`config.mk`:
```
export PLATFORM = sky130hd
export DESIGN_NAME = jtpang_pcm_romrq
export DESIGN_NICKNAME = d
export VERILOG_FILES = /design/src/rtl/jtpang_pcm_romrq.sv
export SDC_FILE = /design/constraint.sdc
export NUM_CORES = 1
export LEC_CHECK = 0
export ABC_AREA = 1
export CORE_ASPECT_RATIO = 1.1
export CORE_MARGIN = 2
export CORE_UTILIZATION = 50
export CTS_BUF_LIST = sky130_fd_sc_hd__clkbuf_8
export CTS_CLUSTER_DIAMETER = 150
export CTS_CLUSTER_SIZE = 28
export DETAILED_ROUTE_END_ITERATION = 6
export GPL_TIMING_DRIVEN = 0
export PLACE_DENSITY_LB_ADDON = 0.1
export RECOVER_POWER = 100
export SLEW_MARGIN = 20
export SYNTH_ARGS = -nofsm -noshare
export SYNTH_HDL_FRONTEND = slang
export SYNTH_SLANG_ARGS = --single-unit
```
`constraint.sdc`:
```
create_clock -name clk -period 7 [get_ports clk]
set_clock_uncertainty 0.15 [all_clocks]
set_input_delay 1.05 -clock clk [delete_from_list [all_inputs] [get_ports clk]]
set_output_delay 1.05 -clock clk [all_outputs]
set_load 0.02 [all_outputs]
```
`src/rtl/jtpang_pcm_romrq.sv`:
```
// jtpang_pcm_romrq
// PCM sample-ROM fetch adapter. Serves the ADPCM decoder's byte reads from a
// two-entry 16-bit word cache and fills misses through a single SDRAM
// request/acknowledge transaction. With PREFETCH=1 every demand fill is
// followed by a fetch of the next sequential word so nibble streaming mostly
// hits in the cache.
//
// Ports:
//   clk        system clock, rising edge
//   rst_n      synchronous active-low reset
//   pcm_addr   byte address from the decoder
//   pcm_data   byte read from the cache (registered)
//   pcm_ok     pcm_data is valid for the current pcm_addr
//   sdram_addr word address of the SDRAM request (stable while sdram_req)
//   sdram_req  request, held until sdram_ack
//   sdram_ack  request accepted (1-cycle pulse)
//   sdram_dok  sdram_data valid (1-cycle pulse)
//   sdram_data read word
module jtpang_pcm_romrq #(
  parameter int PREFETCH = 1
) (
  input  logic        clk,
  input  logic        rst_n,
  input  logic [17:0] pcm_addr,
  output logic [7:0]  pcm_data,
  output logic        pcm_ok,
  output logic [16:0] sdram_addr,
  output logic        sdram_req,
  input  logic        sdram_ack,
  input  logic        sdram_dok,
  input  logic [15:0] sdram_data
);

  typedef enum logic [1:0] {ST_IDLE, ST_REQ, ST_WAIT} state_t;
  typedef enum logic {KIND_DEMAND, KIND_PREFETCH} kind_t;

  state_t      state;
  kind_t       kind;

  logic [16:0] tag   [2];
  logic [15:0] data  [2];
  logic        valid [2];
  logic        mru;

  logic [17:0] addr_l;
  logic        ok_r;
  logic        pf_pend;
  logic [16:0] pf_addr;

  logic [16:0] w;
  logic        hit0, hit1, hit;
  logic [15:0] hit_data;
  logic        pf_hit;
  logic        fill_idx;
  logic        dup_other;

  assign w        = pcm_addr[17:1];
  assign fill_idx = ~mru;

  always_comb begin
    hit0      = valid[0] && (tag[0] == w);
    hit1      = valid[1] && (tag[1] == w);
    hit       = hit0 || hit1;
    hit_data  = hit1 ? data[1] : data[0];
    pf_hit    = (valid[0] && (tag[0] == pf_addr)) ||
                (valid[1] && (tag[1] == pf_addr));
    // The entry not being filled (mru) must not keep the same tag.
    dup_other = valid[mru] && (tag[mru] == sdram_addr);
  end

  assign pcm_ok = ok_r && (pcm_addr == addr_l);

  always_ff @(posedge clk) begin
    if (!rst_n) begin
      state      <= ST_IDLE;
      kind       <= KIND_DEMAND;
      for (int unsigned i = 0; i < 2; i++) valid[i] <= 1'b0;
      mru        <= 1'b0;
      addr_l     <= '0;
      ok_r       <= 1'b0;
      pcm_data   <= '0;
      pf_pend    <= 1'b0;
      pf_addr    <= '0;
      sdram_addr <= '0;
      sdram_req  <= 1'b0;
    end else begin
      // Lookup runs every cycle, independent of the fetch state.
      addr_l <= pcm_addr;
      if (hit) begin
        pcm_data <= pcm_addr[0] ? hit_data[15:8] : hit_data[7:0];
        ok_r     <= 1'b1;
        mru      <= hit1;
      end else begin
        ok_r <= 1'b0;
      end

      case (state)
        ST_IDLE: begin
          if (!hit) begin
            sdram_addr <= w;
            kind       <= KIND_DEMAND;
            sdram_req  <= 1'b1;
            state      <= ST_REQ;
          end else if (pf_pend) begin
            pf_pend <= 1'b0;
            if (!pf_hit) begin
              sdram_addr <= pf_addr;
              kind       <= KIND_PREFETCH;
              sdram_req  <= 1'b1;
              state      <= ST_REQ;
            end
          end
        end
        ST_REQ: begin
          if (sdram_ack) begin
            sdram_req <= 1'b0;
            state     <= ST_WAIT;
          end
        end
        ST_WAIT: begin
          if (sdram_dok) begin
            tag[fill_idx]   <= sdram_addr;
            data[fill_idx]  <= sdram_data;
            valid[fill_idx] <= 1'b1;
            if (dup_other) valid[mru] <= 1'b0;
            // Fill overrides the lookup's mru update so the next fill
            // does not overwrite the word just fetched.
            mru   <= fill_idx;
            state <= ST_IDLE;
            if (kind == KIND_DEMAND && PREFETCH != 0) begin
              pf_pend <= 1'b1;
              pf_addr <= sdram_addr + 17'd1;
            end
          end
        end
        default: state <= ST_IDLE;
      endcase
    end
  end

endmodule

```
Word-level counts from Yosys, hierarchy flattened
Memories as Yosys holds them, arrays and structs flattened. A register that Yosys moved wholly into a read port is not among the register bits. Cells that the tools add are included.

Input bits: 38. Bits in registers: 67. Memory bits (writable): 68. Word-level logic and storage cells: 93. Memories: 3.

Memory list: tag (depth 2, bits a word 17, rd ports 3, clocked after memory_dff 1, wr ports 1, line 40) `logic [16:0] tag [2];`; data (depth 2, bits a word 16, rd ports 2, clocked after memory_dff 0, wr ports 1, line 41) `logic [15:0] data [2];`; valid (depth 2, bits a word 1, rd ports 3, clocked after memory_dff 1, wr ports 2, line 42) `logic valid [2];`.

Muxes and demuxes: 43. Eq/ne operators: 16. Reductions and logical operators: 18. Bitwise gates (word level): 2. Add/subtract/negate cells: 1.

Operator list (count): 17-bit == test (5); 17-bit 2-to-1 mux (3); 1-bit 2-to-1 mux (30); 18-bit == test (1); 17-bit by 1-bit adder with 17-bit output (second input constant) (1); 16-bit 2-to-1 mux (1); 2-bit inequality test (second input constant) (6); 4-bit AND reduction (3); 2-bit 2-to-1 mux (5); 8-bit 2-to-1 mux (1); 1-bit logical AND (6); 3-bit inequality test (second input constant) (2); 2-bit one-hot mux with 3 select lines (1); 3-bit AND reduction (2); 1-bit one-hot mux with 2 select lines (2); 2-bit nonzero test (2); 2-bit by 1-bit == test with 1-bit output (second input constant) (1); 2-bit == test (second input constant) (1); 2-bit logical NOT (1); 1-bit logical OR (2); 1-bit inverter (2); 1-bit OR reduction (2).

Depth between registers and ports, before layout
Gate-level depths: netlist (run 1).

Depth after elaboration: 9. Mapped depth: 15. Mapped depth without buffers: 14.

Least setup slack after synthesis (run 1)
Ideal clock, no wire load.

Path type: input-to-output. Start: in pcm_addr[1]. End: out pcm_ok. Slack: 3667 ps. Stages on the path: 5. Arrival: 2133 ps. Buffers on the path: 1. Path through: buf_2 or2_2 a221oi_1 nand3_1 nor2_1.

Word-level cells in the longest chain between the ends: 2.

Ends and longest elaborated chain: from (decl) (line 24) `input logic [17:0] pcm_addr,`; 18-bit == test (line 71) `assign pcm_ok = ok_r && (pcm_addr == addr_l);`; 1-bit logical AND (line 71); to (decl) (line 26) `output logic pcm_ok,`.

Every way passes these cells.

Final worst setup path (run 1)
Start: in pcm_addr[12]. End: reg sdram_addr[4].

Word-level cells in the longest chain between the ends: 5.

Ends and longest elaborated chain: 17-bit == test (on tied branches) (line 61, 62); 1-bit logical AND (on tied branches) (line 61, 62); 1-bit logical OR * (line 63) `hit = hit0 || hit1;`; 2-bit inequality test (no line); 3-bit AND reduction (no line); to (signal assigned) (line 100) `sdram_addr <= w;`; to (signal assigned) (line 107) `sdram_addr <= pf_addr;`; to (decl) (line 27) `output logic [16:0] sdram_addr,`.

Mark *: on every way between the ends. The rest lies on a longest branch, timed or not. A chain may end at the register's enable or synchronous reset.

==> results of run 1 <==
## layout by cell type (no fill, tap or decap), drive strengths merged
cell type	count
o21ai	120
o2111ai	3
mux2i	1
nand2	261
xnor2	15
o211ai	2
nor3b	1
ha	1
clkinv	10
edfxtp	66
a211oi	1
nor2	101
dfxtp	70
clkbuf	41
dlygate4sd3	46
buf	7
a2111oi	1
inv	132
clkdlybuf4s50	15
and2	1
clkinvlp	2
nand3b	5
xor2	24
a22o	1
o21bai	8
a21oi	28
nor3	5
nor4	7
bufinv	4
nand3	22
nand4	13
or2	11
a31oi	9
o22ai	1
a21boi	1
a221oi	2
## state kept, by name (all words and copies together), names as in the netlist, named ones only
signal	flops
data	32
valid	2
addr_l	18
sdram_req	1
sdram_addr	17
state	2
pf_addr	17
ok_r	1
tag	34
pf_pend	1
mru	1
kind	1
pcm_data	8
## final timing paths
check	depth (start not counted)	endpoint	from
worst min-delay path	2	sdram_req	sdram_req
worst min register to register	2	sdram_req	sdram_req
worst max register to register	14	sdram_addr[4]	tag[1][11]
worst max-delay path	16	sdram_addr[4]	pcm_addr[12]
## critical path: stages
cell and delay [ns]:
dlygate4sd3_1 0.66, inv_1 0.12, nand2_1 0.11, nand2_1 0.06, nor2_1 0.18, nand2_2 0.07
nor2_1 0.54, nand3_1 0.40, nand2_1 0.31, nand3_1 0.11, nand2_1 0.11, nor2_1 0.22
clkinv_1 0.11, clkbuf_1 0.60, nor2_1 0.09, nor2_1 0.14
## routing by layer
metal / GRT usage / vias to the layer above / wire length, um
met4: 0.135 / 0 / 736
met2: 0.494 / 253 / 10400
met1: 0.368 / 2951 / 9090
li1: - / 3201 / -
met5: 0 / - / 0
met3: 0.0436 / 47 / 1410
## area by class of cell
cell class / count / area, um2
Sequential cell: 136 / 3380
Buffer: 28 / 119
Timing Repair Buffer: 64 / 622
Fill cell: 1354 / 5530
Inverter: 133 / 499
Clock inverter: 15 / 181
Clock buffer: 17 / 234
Multi-Input combinational cell: 645 / 3110
Tap cell: 188 / 235
## stage by stage
stage | std cells | area (um2)
after global placement | 1191 | 8020
after global routing | 1226 | 8380
after floorplan | 942 | 7170
after detailed placement | 1194 | 8110
after CTS | 1226 | 8520
final | 1226 | 8380
## cells by family (layout without fill, tap and decap cells)
logic type,Yosys count,after routing,share of synthesized area
muxes,1,1,0.00140
buffers and inverters,161,257,0.0885
AOI/OAI and AO/OA,177,177,0.133
DFF,136,136,0.472
adders and majority gates,1,1,0.00174
and+or+nand+nor,427,427,0.255
xor gates and xnor gates,39,39,0.0487
## power by group through the flow
stage	combinational, uW	sequential (uW)	clock (uW)
after floorplan	185	971	0
after global placement	343	963	0
after detailed placement	348	963	0
after CTS	349	945	696
after global routing	362	953	731
final	332	946	688
==> results.py, run 1 <==
metrics = {
    "floorplanning": {
        "row_count": 45,
        "io_pins": 65,
        "die_area_mm2": 0.0153,
        "initial_core_util": 0.516,
        "core-area_mm2": 0.0139,
        "die_y_um": 130,
        "dieWidth_um": 118,
    },
    "synthesis": {
        "synth_nets": 981,
        "synth_top_area_share": 0.276,
        "synth.avg_cell_area_um2": 7.61,
        "synthTopCellsByArea": "edfxtp_1 (28%), dfxtp_1 (20%), nand2_1 (13%)",
        "synth-seq-area-share": 0.472,
        "ys.flop_type": "dfxtp_1",
        "netlist_instances": 942,
        "yosysMostFrequentCell": "nand2_1",
        "synth_edf_count": 66,
        "synth_cell_types": 45,
        "synth_common_cells": "nand2_1 (257), inv_1 (118), o21ai_0 (104)",
        "ys_seq_elements": 136,
        "syn_area_mm2": 0.00717,
        "synth_area_leader_cell": "edfxtp_1",
        "ys_warn_count": 0,
        "synth-async-reset-ratio": 0,
    },
    "cells_and_area": {
        "syn2layout_area_growth_pct": 16.9,
        "layout-drive-gt1-share": 0.0588,
        "fin_nets": 1064,
        "n_antenna_cell": 0,
        "fin_util": 0.603,
    },
    "timing": {
        "post-route-period-util": 0.664,
        "worst_pin_slew_ns": 1.57,
        "grt_setup_unrepaired": "no",
        "setup_viol_count_final": 0,
        "maxSlewViolCount": 26,
        "min_period_ns": 4.65,
        "final.setup.worst_slack_ns": 2.35,
        "max_slew_margin": -0.0434,
        "final.setup.tns_ns": 0,
        "max_freq_ghz": 0.215,
        "hold-worst-slack_ns": 0.316,
        "hold_viol": 0,
    },
    "clock_network": {
        "cts_sinks": 136,
        "cts_resized": 0,
        "clkSlewWorstSetupHoldPaths_ns": 0.07,
        "cts.path.max_buffers": 2,
        "cts_max_level": 4,
        "postCtsSetupBuffers": 0,
        "clk_latency_ns": 0.46,
        "cts-hold-fix-buffers": 0,
        "cts_tree": "built",
        "root_buffer": "clkbuf_8",
        "cts_buffers": 17,
    },
    "grt": {
        "grt_start_max_net_pins": 26,
        "grt_overflow": 0,
        "antenna_found_initial": 0,
        "track_usage": 0.291,
        "grt_pass1_vias": 5942,
        "grt_pass1_wl_um": 32900,
    },
    "detailed_routing": {
        "post_drt_wl_per_cell_um": 17.6,
        "viasPerCell": 5.26,
        "drt_drc_violations_left": 0,
        "dr.pass1.iters": 7,
        "routed_wl_um": 21600,
        "ant_nets": 0,
        "via_count": 6452,
        "drt_iter0_drc": 653,
    },
    "job": {
        "cap_violations": 1,
    },
    "setup_path": {
        "r2r_setup_slack_ns": 3.23,
        "cp-start-kind": "input pin",
        "endpoint_kind": "flip-flop",
        "path_max_fanout": 10,
        "required_ns": 7.23,
        "cp.arrival_ns": 4.88,
        "crit_type": "input pin to flip-flop",
    },
    "place": {
        "dp_hpwl_um": 16500,
        "gp_congestion": 1.00,
        "dp_worst_setup_slack_ns": 2.65,
        "port_buffers": 61,
    },
    "hold_path": {
        "hold_path_class": "flip-flop to flip-flop",
    },
    "run_status": {
        "status": "complete, but fails checks",
        "violations": "capacitance limit, slew limit",
    },
    "power": {
        "power_frac_comb": 0.169,
        "p_int_uw": 1390,
        "p_total_uw": 1970,
        "pwr-share-seq": 0.481,
        "sw_frac_of_total": 0.294,
        "clkPwrFrac": 0.350,
        "irDropWorstVdd_v": 0.000143,
        "p_leak_uw": 0.00369,
        "p_per_area_mw_per_mm2": 235,
        "switching_power_uw": 578,
    },
}
(Power assumes the default switching activity.)
==> run 2, diff against run 1 <==
==> constraint.sdc (replaced) <==
create_clock -name clk -period 3.91 [get_ports clk]
set_clock_uncertainty 0.15 [all_clocks]
set_input_delay 0.5865 -clock clk [delete_from_list [all_inputs] [get_ports clk]]
set_output_delay 0.5865 -clock clk [all_outputs]
set_load 0.02 [all_outputs]
==> results.py, run 2 (synthesized netlist as in run 1, its figures left out) <==
metrics = {
    "power": {
        "p_per_area_mw_per_mm2": 419,
        "irDropWorstVdd_v": 0.000255,
        "p_leak_uw": 0.00374,
    },
    "floorplanning": {
        "row_count": 45,
        "dieWidth_um": 118,
        "core-area_mm2": 0.0139,
        "initial_core_util": 0.516,
        "io_pins": 65,
        "die_y_um": 130,
        "die_area_mm2": 0.0153,
    },
    "setup_path": {
        "cp.arrival_ns": 2.78,
        "crit_family": "buffers and inverters",
        "required_ns": 3.17,
        "critical-path-max-stage-delay_ns": 0.74,
        "critPathBufInv": 3,
        "crit_type": "input pin to output port",
        "worstReg2RegEnd": "data[0][4]",
        "path_max_fanout": 6,
        "crit_chain": "dlygate4sd3_1 -> inv_1 -> nand2_1 -> o21ai_0 -> nor4_1 -> nand2_1 -> nor2_1 -> clkdlybuf4s50_1",
        "r2r_start": "state[1]",
        "slowest_stage": "dlygate4sd3_1",
        "r2r_setup_slack_ns": 0.87,
        "cp-start-kind": "input pin",
        "worstRegToRegCells": 8,
        "crit_path_frequent_cell": "nand2_1",
        "endpoint_kind": "output port",
    },
    "job": {
        "cap_violations": 0,
    },
    "cells_and_area": {
        "final_common_cell": "nand2_1",
        "finalNonFillerCells": 1226,
        "n_antenna_cell": 0,
        "layout-drive-gt1-share": 0.0645,
        "mostFrequentLayoutCells": "nand2_1 (260), inv_1 (120), o21ai_0 (107)",
        "largestRegisters": "tag x34, data x32, addr_l x18",
        "fin_nets": 1064,
        "largest_register_ffs": 34,
        "top_register": "tag",
        "syn2layout_area_growth_pct": 17.7,
    },
    "place": {
        "port_buffers": 61,
        "gp_congestion": 1.00,
        "dp.cells": 1194,
        "dp_hpwl_um": 16500,
    },
    "grt": {
        "grt_pass1_wl_um": 32900,
        "grt_start_max_net_pins": 26,
        "grt_overflow": 0,
        "grt_pass1_vias": 5942,
        "track_usage": 0.291,
        "antenna_found_initial": 0,
    },
    "hold_path": {
        "hp-start": "pcm_addr[3]",
        "holdPathEnd": "addr_l[3]",
        "holdPathStages": 3,
        "hold_path_class": "input pin to flip-flop",
    },
    "detailed_routing": {
        "ant_nets": 0,
        "post_drt_wl_per_cell_um": 17.6,
        "viasPerCell": 5.25,
        "dr.pass1.iters": 6,
        "drt_iter0_drc": 680,
        "drt_drc_violations_left": 0,
        "routed_wl_um": 21500,
        "via_count": 6441,
    },
    "timing": {
        "setup_viol_count_final": 0,
        "maxSlewViolCount": 0,
        "hold_viol": 0,
        "worst_pin_slew_ns": 1.03,
        "max_freq_ghz": 0.284,
        "post-route-period-util": 0.900,
        "max_slew_margin": 0.309,
        "min_period_ns": 3.52,
        "grt_setup_unrepaired": "no",
        "final.setup.tns_ns": 0,
    },
    "clock_network": {
        "clk_latency_ns": 0.46,
        "cts_sinks": 136,
        "cts_max_level": 4,
        "postCtsSetupBuffers": 0,
        "cts-hold-fix-buffers": 0,
        "cts.path.max_buffers": 2,
        "cts_tree": "built",
        "cts_resized": 0,
        "root_buffer": "clkbuf_8",
        "cts_buffers": 17,
        "clkSlewWorstSetupHoldPaths_ns": 0.08,
    },
    "run_status": {
        "status": "completed",
    },
}
## run 2: metal layers
| metal | vias to the layer above | global-route usage | routed length [um] |
|---|---|---|---|
| met1 | 2933 | 0.368 | 8910 |
| met2 | 253 | 0.494 | 10300 |
| met4 | 0 | 0.135 | 785 |
| met5 | - | 0 | 0 |
| met3 | 53 | 0.0436 | 1560 |
| li1 | 3202 | - | - |
## run 2: power by group
part / switching, uW / total (uW) / internal (uW)
Sequential: 107 / 1690 / 1590
Combinational: 382 / 609 / 227
Clock: 547 / 1230 / 684
## run 2: worst max path at each step
| stage | from | to | depth (start not counted) |
|---|---|---|---|
| CTS | pcm_addr[0] | pcm_ok | 6 |
| global placement | rst_n | tag[0][3] | 5 |
| global route | pcm_addr[12] | state[1] | 15 |
| finish | pcm_addr[15] | pcm_ok | 8 |
| floorplan | rst_n | data[0][0] | 4 |
| detailed placement | pcm_addr[0] | pcm_ok | 6 |
## run 2: layout make-up
class	count	area, um2
buffer	28	134
clock buffer	17	234
clock inverter	15	181
fill	1345	5470
inverter	133	499
multi-input combinational	645	3130
sequential	136	3380
tap	188	235
timing repair buffer	64	647
## run 2: stage by stage
stage               worst slack [ns]   util  hold WS [ns]  total power, uW  area [um2]
finish                         0.392  0.607         0.255             3530        8440
global route                   0.278  0.607         0.268             3680        8440
CTS                            0.489  0.613         0.244             3560        8520
detailed placement             0.490  0.583         0.310             2350        8110
global placement              -0.644  0.576         0.300             2340        8020
floorplan                       1.09      -         0.289             2070        7170
## run 2: tightest hold or removal path, cell delays in order
cell,delay [ns]
buf_4,0.15
nand2_1,0.06
inv_1,0.04
==> RTL change, RTL diff (settings of run 2) <==
Encoding of `state_t`: now one-hot (3 bits for 3 states).
--- a/src/rtl/jtpang_pcm_romrq.sv
+++ b/src/rtl/jtpang_pcm_romrq.sv
@@ -33,3 +33,3 @@
 
-  typedef enum logic [1:0] {ST_IDLE, ST_REQ, ST_WAIT} state_t;
+  typedef enum logic [2:0] {ST_IDLE = 3'b001, ST_REQ = 3'b010, ST_WAIT = 3'b100} state_t;
   typedef enum logic {KIND_DEMAND, KIND_PREFETCH} kind_t;
Formal check against the unedited RTL: no difference found for any inputs over 4 cycles, from zero or initial values and one cycle with rst_n low; so few cycles prove little.
==> RTL change against run 2 <==
The run now ends with max-capacitance violations, max-slew violations left. Cell area increased by 1.5%. Sequential cell count grew 1. Final cell count up 0.33%. Wire length is 3.1% higher. Critical path depth up 5. Synthesized area rose by 0.26%. Die area grew 0.25%. Setup slack worse by 0.19 ns. Total power rose by 6.4%. Utilization rose by 0.88 points. Combinational power shrank 3.8%. Sequential power about the same. Critical path type is now primary input to flip-flop.
==> RTL change: results <==
{
  "status": "complete, but fails checks",
  "violations": "max-capacitance violations, max-slew violations",
  "clk_share_pct": 5.87,
  "synthAdderAreaFrac_pct": 0.174,
  "dr_wl_met3_um": 1760,
  "grt_pass1_vias": 6042,
  "ys_top_cells_by_count": "nand2_1, inv_1, o21ai_0, dfxtp_1",
  "nFillCells": 1307,
  "synthXorXnorAreaFrac_pct": 4.51,
  "power.switching_w": 0.00106,
  "syn_nets": 985,
  "drtIter0Drc": 699,
  "wl_met2_um": 10800,
  "drive_above_1_share_pct": 6.72,
  "routabilityCongestion": 0.960,
  "wl_per_cell_um": 18.0,
  "placed_cell_area_um2": 8110,
  "cts_root_buf": "clkbuf_8",
  "slew-limit-headroom_pct": -26.3,
  "seq_share_pct": 39.7,
  "synth-compound-area-share_pct": 15.0,
  "grt_util_met2_pct": 51.7,
  "synthMuxAreaShare_pct": 0,
  "nMultiInputCombCells": 641,
  "syn-instance-count": 946,
  "grt_util_met1_pct": 37.1,
  "grt.total_usage_pct": 29.6,
  "global_route.usage.met3_pct": 5.20,
  "final_max_slew_viol_count": 16,
  "fin_nets": 1068,
  "routed_wl_um": 22200,
  "n_all_inverters": 142,
  "p_leak_nw": 3.73,
  "seqPwrFrac_pct": 45.0,
  "cts_sinks": 137,
  "multi_input_area_um2": 3100,
  "max_cap_viol_count": 1,
  "dp_cells": 1198,
  "grt_pass1_wl_um": 33900,
  "worstRegToRegCells": 6,
  "port_buffers": 62,
  "cp_max_fo": 10,
  "vias": 6621,
  "grt_max_degree": 24,
  "post-dp-hpwl_um": 17100,
  "combPwrFrac_pct": 15.6,
  "drt-met1-wl_um": 9050,
  "num-nonclk-buffers": 90,
  "seq_area_frac_synth_pct": 47.3,
  "synth.distinct_cells": 38
}
RTL change: cell count changes after synthesis, moves of 4 or more:
| cell | change |
|---|---|
| or2_2 | -6 |
| nand2_1 | +12 |
| o21ai_0 | +7 |
| o21ai_1 | -4 |
| a21oi_1 | +18 |
| nor2_1 | -31 |
| o211ai_1 | +4 |
| inv_1 | +9 |
RTL change: critical path, stage by stage:
cell	delay, ns
dlygate4sd3_1	0.70
inv_1	0.12
nand2_1	0.07
nand2_1	0.09
nor2_1	0.17
nand2_1	0.07
nor2_1	0.73
nand3_4	0.32
nand2_8	0.23
nand2_1	0.08
nand3_2	0.23
buf_2	0.32
a21oi_1	0.11
RTL change: final timing paths:
kind,to,slack [ns],start
min,addr_l[17]$_SDFF_PN0_,0.27,pcm_addr[17]
max,state[1]$_SDFFE_PN0P_,0.20,pcm_addr[7]
max reg2reg,tag[1][1]$_DFFE_PP_,0.50,state[0]$_SDFFE_PN1P_
min reg2reg,pf_pend$_SDFFE_PN0P_,0.32,pf_pend$_SDFFE_PN0P_
